File: src/rtl/fetch_pkg.sv
// fetch_pkg: shared states, byte width and byte-count sizing for the instruction fetch controller
package fetch_pkg;
  typedef enum logic [1:0] {IDLE, REQ, VALID, ERR} state_e;
  localparam int BYTE_W = 8;
  localparam int INST_BYTES_DEF = 3;
  function automatic int cnt_width(input int n);
    return (n > 1) ? $clog2(n) : 1;
  endfunction
  localparam int BYTE_CNT_W = cnt_width(INST_BYTES_DEF);
endpackage

File: src/rtl/fetch_timeout_counter.sv
// fetch_timeout_counter: counts consecutive REQ cycles without an ack and flags the final one
module fetch_timeout_counter #(
  parameter int TIMEOUT_CYC = 15,
  localparam int CW = $clog2(TIMEOUT_CYC + 1)
) (
  input  logic clk,
  input  logic rst,
  input  logic clear,
  input  logic count_en,
  output logic expired
);
  logic [CW-1:0] count_q, count_d;
  assign expired = count_en && !clear && (count_q == CW'(TIMEOUT_CYC - 1));
  always_comb count_d = clear ? '0 : (count_en ? count_q + CW'(1) : count_q);
  always_ff @(posedge clk or posedge rst)
    if (rst) count_q <= '0;
    else count_q <= count_d;
endmodule

File: src/rtl/fetch_controller.sv
// fetch_controller: byte-serial instruction fetch FSM owning the PC.
// Define FETCH_TIMEOUT_EN to enable the memory-ack timeout and sticky fetch_err.
module fetch_controller
  import fetch_pkg::*;
#(
  parameter int ADDR_W = 8,
  parameter int INST_BYTES = INST_BYTES_DEF,
  parameter int RESET_PC = 0,
  parameter int TIMEOUT_CYC = 15
) (
  input  logic                         clk,
  input  logic                         rst,
  input  logic                         enable,
  output logic                         mem_req,
  output logic [ADDR_W-1:0]            mem_addr,
  input  logic                         mem_ack,
  input  logic [BYTE_W-1:0]            mem_data,
  input  logic                         pc_load,
  input  logic [ADDR_W-1:0]            pc_in,
  output logic [ADDR_W-1:0]            pc,
  output logic [BYTE_W*INST_BYTES-1:0] instr,
  output logic                         instr_valid,
  input  logic                         instr_ready,
  output logic                         busy,
  output logic                         fetch_err
);
  localparam int IW = BYTE_W * INST_BYTES;
  localparam int CW = cnt_width(INST_BYTES);
  state_e          state_q, state_d;
  logic [ADDR_W-1:0] pc_q, pc_d;
  logic [CW-1:0]   cnt_q, cnt_d;
  logic [IW-1:0]   asm_q, asm_d, instr_q, instr_d;
  logic            expired, last;
  assign last        = cnt_q == CW'(INST_BYTES - 1);
  assign mem_req     = state_q == REQ;
  assign mem_addr    = pc_q;
  assign pc          = pc_q;
  assign instr       = instr_q;
  assign instr_valid = state_q == VALID;
  assign busy        = state_q != IDLE;
`ifdef FETCH_TIMEOUT_EN
  fetch_timeout_counter #(.TIMEOUT_CYC(TIMEOUT_CYC)) u_timeout (
    .clk      (clk),
    .rst      (rst),
    .clear    (state_q != REQ || mem_ack || pc_load),
    .count_en (state_q == REQ),
    .expired  (expired)
  );
  assign fetch_err = state_q == ERR;
`else
  logic unused_timeout;
  assign unused_timeout = |TIMEOUT_CYC;
  assign expired   = 1'b0;
  assign fetch_err = 1'b0;
`endif
  always_comb begin
    state_d = state_q;
    pc_d    = pc_q;
    cnt_d   = cnt_q;
    asm_d   = asm_q;
    instr_d = instr_q;
    // A reload wins over everything, including an ack arriving in the same cycle
    if (pc_load) begin
      pc_d    = pc_in;
      cnt_d   = '0;
      state_d = enable ? REQ : IDLE;
    end else begin
      case (state_q)
        IDLE:  state_d = enable ? REQ : IDLE;
        REQ: begin
          if (mem_ack) begin
            asm_d[BYTE_W*(INST_BYTES-1-int'(cnt_q)) +: BYTE_W] = mem_data;
            pc_d    = pc_q + ADDR_W'(1);
            cnt_d   = last ? '0 : cnt_q + CW'(1);
            instr_d = last ? asm_d : instr_q;
            state_d = last ? VALID : REQ;
          end else if (expired) state_d = ERR;
        end
        VALID: state_d = instr_ready ? (enable ? REQ : IDLE) : VALID;
        default: state_d = state_q;
      endcase
    end
  end
  always_ff @(posedge clk or posedge rst)
    if (rst) begin
      state_q <= IDLE;
      pc_q    <= ADDR_W'(RESET_PC);
      cnt_q   <= '0;
      asm_q   <= '0;
      instr_q <= '0;
    end else begin
      state_q <= state_d;
      pc_q    <= pc_d;
      cnt_q   <= cnt_d;
      asm_q   <= asm_d;
      instr_q <= instr_d;
    end
endmodule

File: config.mk
export PLATFORM = sky130hd
export DESIGN_NAME = fetch_controller
export DESIGN_NICKNAME = d
export VERILOG_FILES = /design/src/rtl/fetch_pkg.sv /design/src/rtl/fetch_timeout_counter.sv /design/src/rtl/fetch_controller.sv
export SDC_FILE = /design/constraint.sdc
export NUM_CORES = 1
export LEC_CHECK = 0
export ABC_AREA = 0
export CAP_MARGIN = 15
export CORE_MARGIN = 4
export CORE_UTILIZATION = 40
export DETAILED_ROUTE_END_ITERATION = 12
export PLACE_DENSITY = 0.68
export RECOVER_POWER = 50
export SETUP_SLACK_MARGIN = 0.05
export SKIP_LAST_GASP = 1
export SLEW_MARGIN = 20
export SYNTH_ARGS = -nofsm -noshare
export SYNTH_HDL_FRONTEND = slang
export SYNTH_SLANG_ARGS = --single-unit
File: constraint.sdc
create_clock -name clk -period 2.5 [get_ports clk]
set_input_delay 0.5 -clock clk [delete_from_list [all_inputs] [get_ports clk]]
set_output_delay 0.5 -clock clk [all_outputs]
set_load 0.01 [all_outputs]
==> results of run 1 <==
[critical path: stages, from the launching register on]
cell and delay (ps):
dfrtp_1 400, inv_1 80, ha_1 380, clkdlybuf4s50_1 610
[how the worst max path moves through the flow]
stage | from | endpoint | depth (start not counted) | slack (ps)
finish | state_q[1] | mem_req | 3 | 230
global route | state_q[1] | mem_req | 3 | 110
CTS | state_q[1] | mem_req | 3 | 240
detailed placement | mem_ack | mem_addr[7] | 4 | 350
global placement | mem_ack | asm_q[12] | 4 | 360
floorplan | cnt_q[0] | asm_q[10] | 7 | 670
[flip-flops by register name, indices dropped and copies added (netlist names)]
signal    cells
mem_addr      8
asm_q        16
instr        24
state_q       2
cnt_q         2
[metrics by stage]
step | worst slack [ps] | utilization | hold WS [ps]
2_1_floorplan | 671 | - | 442
3_3_place_gp | 360 | 0.528 | 456
3_5_place_dp | 346 | 0.528 | 464
4_1_cts | 243 | 0.543 | 484
5_1_grt | 111 | 0.542 | 510
6_report | 227 | 0.542 | 480
[layout make-up]
cell class	instances	area share
clock buffers	6	0.0250
clock inverters	1	0.00265
inverters	10	0.0114
multi-input cells	167	0.331
flip-flops and latches	52	0.394
well taps	75	0.0284
repair buffers	71	0.208
[cells in the mapped netlist, types with 2 or more instances]
cell,instances
dfrtp_1,52
nand2_1,36
o21ai_0,18
a22o_1,16
nand3_1,16
buf_4,11
clkbuf_1,10
o21ai_1,10
ha_1,9
inv_1,9
a32oi_1,8
a41oi_1,8
nor2b_1,8
or4_1,5
o211ai_1,4
buf_2,3
nand2b_1,3
a21oi_1,2
a31oi_1,2
buf_1,2
nand4_1,2
nand4b_1,2
nor2_1,2
or3_1,2
[cells by family after synthesis]
kind of cell,synth area share
xor gates and xnor gates,0.0131
muxes,0.00826
and+or+nand+nor,0.166
buffers and inverters,0.0700
other,0.00146
AOI/OAI and AO/OA,0.192
DFF,0.505
adders and majority gates,0.0437
[power by group through the flow]
stage | registers, mW | logic (mW) | clock network, mW
after detailed placement | 1.08 | 0.824 | 0
final | 1.05 | 0.810 | 0.485
after global routing | 1.08 | 0.897 | 0.545
after global placement | 1.07 | 0.814 | 0
after CTS | 1.06 | 0.829 | 0.500
after floorplan | 1.08 | 0.485 | 0
[layer usage]
layer,track usage,vias up,part of all wire
li1,-,1020,-
met1,0.237,977,0.48
met2,0.248,41,0.47
met3,0.0270,6,0.044
met4,0.0495,0,0.013
met5,0,-,0
==> impl_metrics.tcl, run 1 <==
set metrics [dict create \
    required_ps 2000 \
    port_buffers 64 \
    drt-initial-drc-count 70 \
    postSynthAreaPerCell_um2 10.1 \
    die_w_um 88.2 \
    rows 28 \
    critPathKind "reg -> out" \
    synth_top_area_cell "dfrtp_1" \
    p_comb_frac 0.345 \
    rr_endpoint "instr[19]" \
    layout_common_cells "dfrtp_1, clkdlybuf4s50_1, nand2_1" \
    clkSinkCount 52 \
    die_h_um 88.2 \
    hold_depth 2 \
    p_per_area_mw_per_mm2 711 \
    pwr-share-seq 0.449 \
    fin_crit_ps 2270 \
    vdd_drop_max_v 0.000278 \
    power_leakage_nw 1.46 \
    layout.cells.non_filler 382 \
    dp.cells 375 \
    worst_pin_slew_ps 919 \
    synth_seq_area_share 0.505 \
    rr_worst_depth 6 \
    start_kind "register" \
    synth_seq_cells 52 \
    synth_nets 286 \
    grt_pass1_wl_mm 9.77 \
    hp-class "reg -> reg" \
    cts_resized 0 \
    drive_above_1_share 0.0521 \
    setup_viol 0 \
    wl_mm 5.90 \
    gp_congestion 0.753 \
    min_to "instr[9]" \
    grt_pass1_vias 1957 \
    ys_warn_count 0 \
    r2r_start "cnt_q[0]" \
    min_from "instr[9]" \
    max_clock_freq_ghz 0.440 \
    area_growth_pct 28.3 \
    ant_nets 0 \
    placed_area_mm2 0.00322 \
    period_share 0.909 \
    clkTransAtPathRegs_ps 90 \
    fillers 568 \
    firstDrtPassIters 4 \
    grt_max_degree 41 \
    cts_hold_buf 0 \
    io_pins 66 \
    initial_core_util 0.422 \
    dr_total_vias 2044 \
    cts_buffers 5 \
    clock_skew_ps 3.14 \
    synthArstFlopShare 1.00 \
    drc_errors 0 \
    p_sw_uw 783 \
    cts_buffer_depth 2 \
    cp-end-kind "output port" \
    die-area_mm2 0.00779 \
    register_area_mm2 0.00130 \
    clk-insertion-delay-late_ps 300 \
    hold_violations 0 \
    ys.flop_type "dfrtp_1" \
    core_area_mm2 0.00610 \
    slew_violations 0 \
    viasPerCell 5.35 \
    grt_usage 0.162 \
    dp_hpwl_mm 4.52 \
    drv_cap 0 \
    wl_per_cell_um 15.5 \
    synth.top_cell.area_share 0.505 \
    max_slew_margin 0.388 \
    status "complete, no violations" \
    finalInstanceArea_mm2 0.00330 \
    critical_path.max_fanout 11 \
    cts_tree "done" \
    p_int_mw 1.57 \
    ys_top_cells_by_area "dfrtp_1, a22o_1, nand2_1" \
    multi_input_area_mm2 0.00109 \
    pwr-share-clk 0.206 \
    final_common_cell "dfrtp_1" \
    yosysUniqueCellTypes 39 \
    arrival_ps 1770 \
    total_power_mw 2.35 \
    cts_max_level 2 \
    fin_setup_tns_ps 0 \
    antenna_found_initial 0 \
    root_buffer "clkbuf_8" \
    syn_area_mm2 0.00257 \
    nNetsFinal 338 \
    grt-ovfl-total 0 \
    rsz0062_at_grt "false" \
    diodes 0 \
    synth_edf_count 0 \
    regToRegSetupSlack_ps 300 \
    swShare 0.333 \
    netlist_instances 255 \
    cts_setup_buffers 0 \
]
Note: power is estimated with default switching activity, not from simulation.
==> run 2, diff against run 1 <==
CORE_MARGIN = not set   (was 4)
SYNTH_HIERARCHICAL = 1   (was not set)
==> run 2 against run 1 <==
  * Sequential power about the same
  * Hold slack got worse by 0.54 ps
  * Sequential cell count did not move
  * Highest routed layer unchanged
==> impl_metrics.tcl, run 2 <==
set metrics [dict create \
    synth_edf_count 0 \
    yosysUniqueCellTypes 39 \
    r2r_start "cnt_q[0]" \
    fin_setup_tns_ps 0 \
    finalInstanceArea_mm2 0.00330 \
    die-area_mm2 0.00676 \
    setup_viol 0 \
    synth.top_cell.area_share 0.505 \
    cts_buffer_depth 2 \
    max_slew_margin 0.405 \
    wl_per_cell_um 14.9 \
    grt_max_degree 41 \
    cts_hold_buf 0 \
    firstDrtPassIters 4 \
    synthArstFlopShare 1.00 \
    fillers 549 \
    root_buffer "clkbuf_8" \
    critPathKind "reg -> out" \
    synth_top_area_cell "dfrtp_1" \
    core_area_mm2 0.00606 \
    wl_mm 5.69 \
    postSynthAreaPerCell_um2 10.1 \
    placed_area_mm2 0.00322 \
    synth.most_common_cell "dfrtp_1" \
    critical_path.max_fanout 11 \
    hold_violations 0 \
    largest_reg_flops 24 \
    grt_pass1_wl_mm 9.39 \
    synth_nets 286 \
    diodes 0 \
    viasPerCell 5.24 \
    cts_resized 0 \
    grt_pass1_vias 1859 \
    cts_max_level 2 \
    hp-class "reg -> reg" \
    initial_core_util 0.425 \
    worst_pin_slew_ps 892 \
    cts_buffers 5 \
    period_share 0.900 \
    dr_total_vias 2001 \
    rsz0062_at_grt "false" \
    netlist_instances 255 \
    die_w_um 82.2 \
    arrival_ps 1750 \
    required_ps 2000 \
    status "complete, no violations" \
    grt-ovfl-total 0 \
    area_growth_pct 28.0 \
    rr_worst_depth 5 \
    drv_cap 0 \
    hold_slack_ps 479 \
    die_h_um 82.2 \
    nNetsFinal 337 \
    max_clock_freq_ghz 0.444 \
    syn_area_mm2 0.00257 \
    min_to "asm_q[17]" \
    clock_skew_ps 5.73 \
    ant_nets 0 \
    fin_crit_ps 2250 \
    dp.cells 374 \
    drive_above_1_share 0.0554 \
    final_common_cell "dfrtp_1" \
    grt_usage 0.184 \
    min_from "asm_q[17]" \
    layout_common_cells "dfrtp_1, clkdlybuf4s50_1, nand2_1" \
    synth_seq_area_share 0.505 \
    clk-insertion-delay-late_ps 300 \
    drc_errors 0 \
    dp_hpwl_mm 4.30 \
    drt-initial-drc-count 112 \
    ys.flop_type "dfrtp_1" \
    regToRegSetupSlack_ps 450 \
    slew_violations 0 \
    cts_tree "done" \
    port_buffers 64 \
    start_kind "register" \
    io_pins 66 \
    clkTransAtPathRegs_ps 90 \
    power_leakage_nw 1.46 \
    cp-end-kind "output port" \
    synth_seq_cells 52 \
    hold_depth 2 \
    p_per_area_mw_per_mm2 709 \
    antenna_found_initial 0 \
    vdd_drop_max_v 0.000317 \
    ys_warn_count 6 \
    rows 28 \
    cts_setup_buffers 0 \
    yosys-top-cells-count "dfrtp_1, nand2_1, o21ai_0" \
    layout.cells.non_filler 382 \
    ys_top_cells_by_area "dfrtp_1, a22o_1, nand2_1" \
    clkSinkCount 52 \
    rr_endpoint "asm_q[12]" \
    gp_congestion 0.793 \
]
run 2: logic make-up after synthesis:
kind of cell             synth area share
buffers and inverters              0.0700
XOR/XNOR                           0.0131
other                             0.00146
AO/OA/AOI/OAI                       0.192
AND/OR/NAND/NOR                     0.166
flip-flops                          0.505
multiplexers                      0.00826
adder cells (fa/ha/maj)            0.0437
run 2: final cells by class:
cell class | instances | area (um2) | area share
multi-input combinational | 167 | 1090 | 0.332
tap | 75 | 93.8 | 0.0285
inverter | 10 | 37.5 | 0.0114
clock inverter | 3 | 18.8 | 0.00569
clock buffer | 5 | 68.8 | 0.0209
timing repair buffer | 70 | 683 | 0.207
sequential | 52 | 1300 | 0.395
run 2: routing by layer:
metal,up-vias,share of wire,GRT usage
met5,-,0,0
met4,0,0.0076,0.0526
met3,2,0.035,0.0275
met2,46,0.45,0.274
met1,935,0.51,0.276
li1,1018,-,-
run 2: per-stage QoR:
step	util	worst slack, ps	power [mW]
after floorplan	-	671	1.57
after global placement	0.532	346	1.88
after detailed placement	0.532	308	1.90
after CTS	0.546	232	2.37
after global routing	0.544	95.5	2.50
final	0.544	249	2.34
run 2: critical path, cell delays in order (launching register included):
cell and delay, ps:
dfrtp_1 410, inv_1 80, ha_1 360, clkdlybuf4s50_1 600
run 2: worst max path at each step:
stage / startpoint / to / slack, ps / cells past startpoint
final: state_q[1] / mem_req / 250 / 3
after floorplan: cnt_q[0] / asm_q[10] / 670 / 7
after global routing: rst / asm_q[15] / 100 / 3
after global placement: mem_ack / asm_q[12] / 350 / 4
after detailed placement: pc_load / instr[4] / 310 / 4
after CTS: state_q[1] / mem_req / 230 / 3
run 2: power breakdown:
part / leakage, nW / internal [mW] / switching, mW
Combinational: 0.712 / 0.381 / 0.431
Clock: 0.0479 / 0.196 / 0.273
Sequential: 0.697 / 0.967 / 0.0879
Total: 1.46 / 1.54 / 0.792
==> run 3, diff against run 2 <==
SYNTH_HIERARCHICAL = not set   (was 1)
==> results of run 3 <==
Final layout, timing and power as in run 2 (identical DEF).
Among the figures that moved: Yosys warning count 6 -> 0
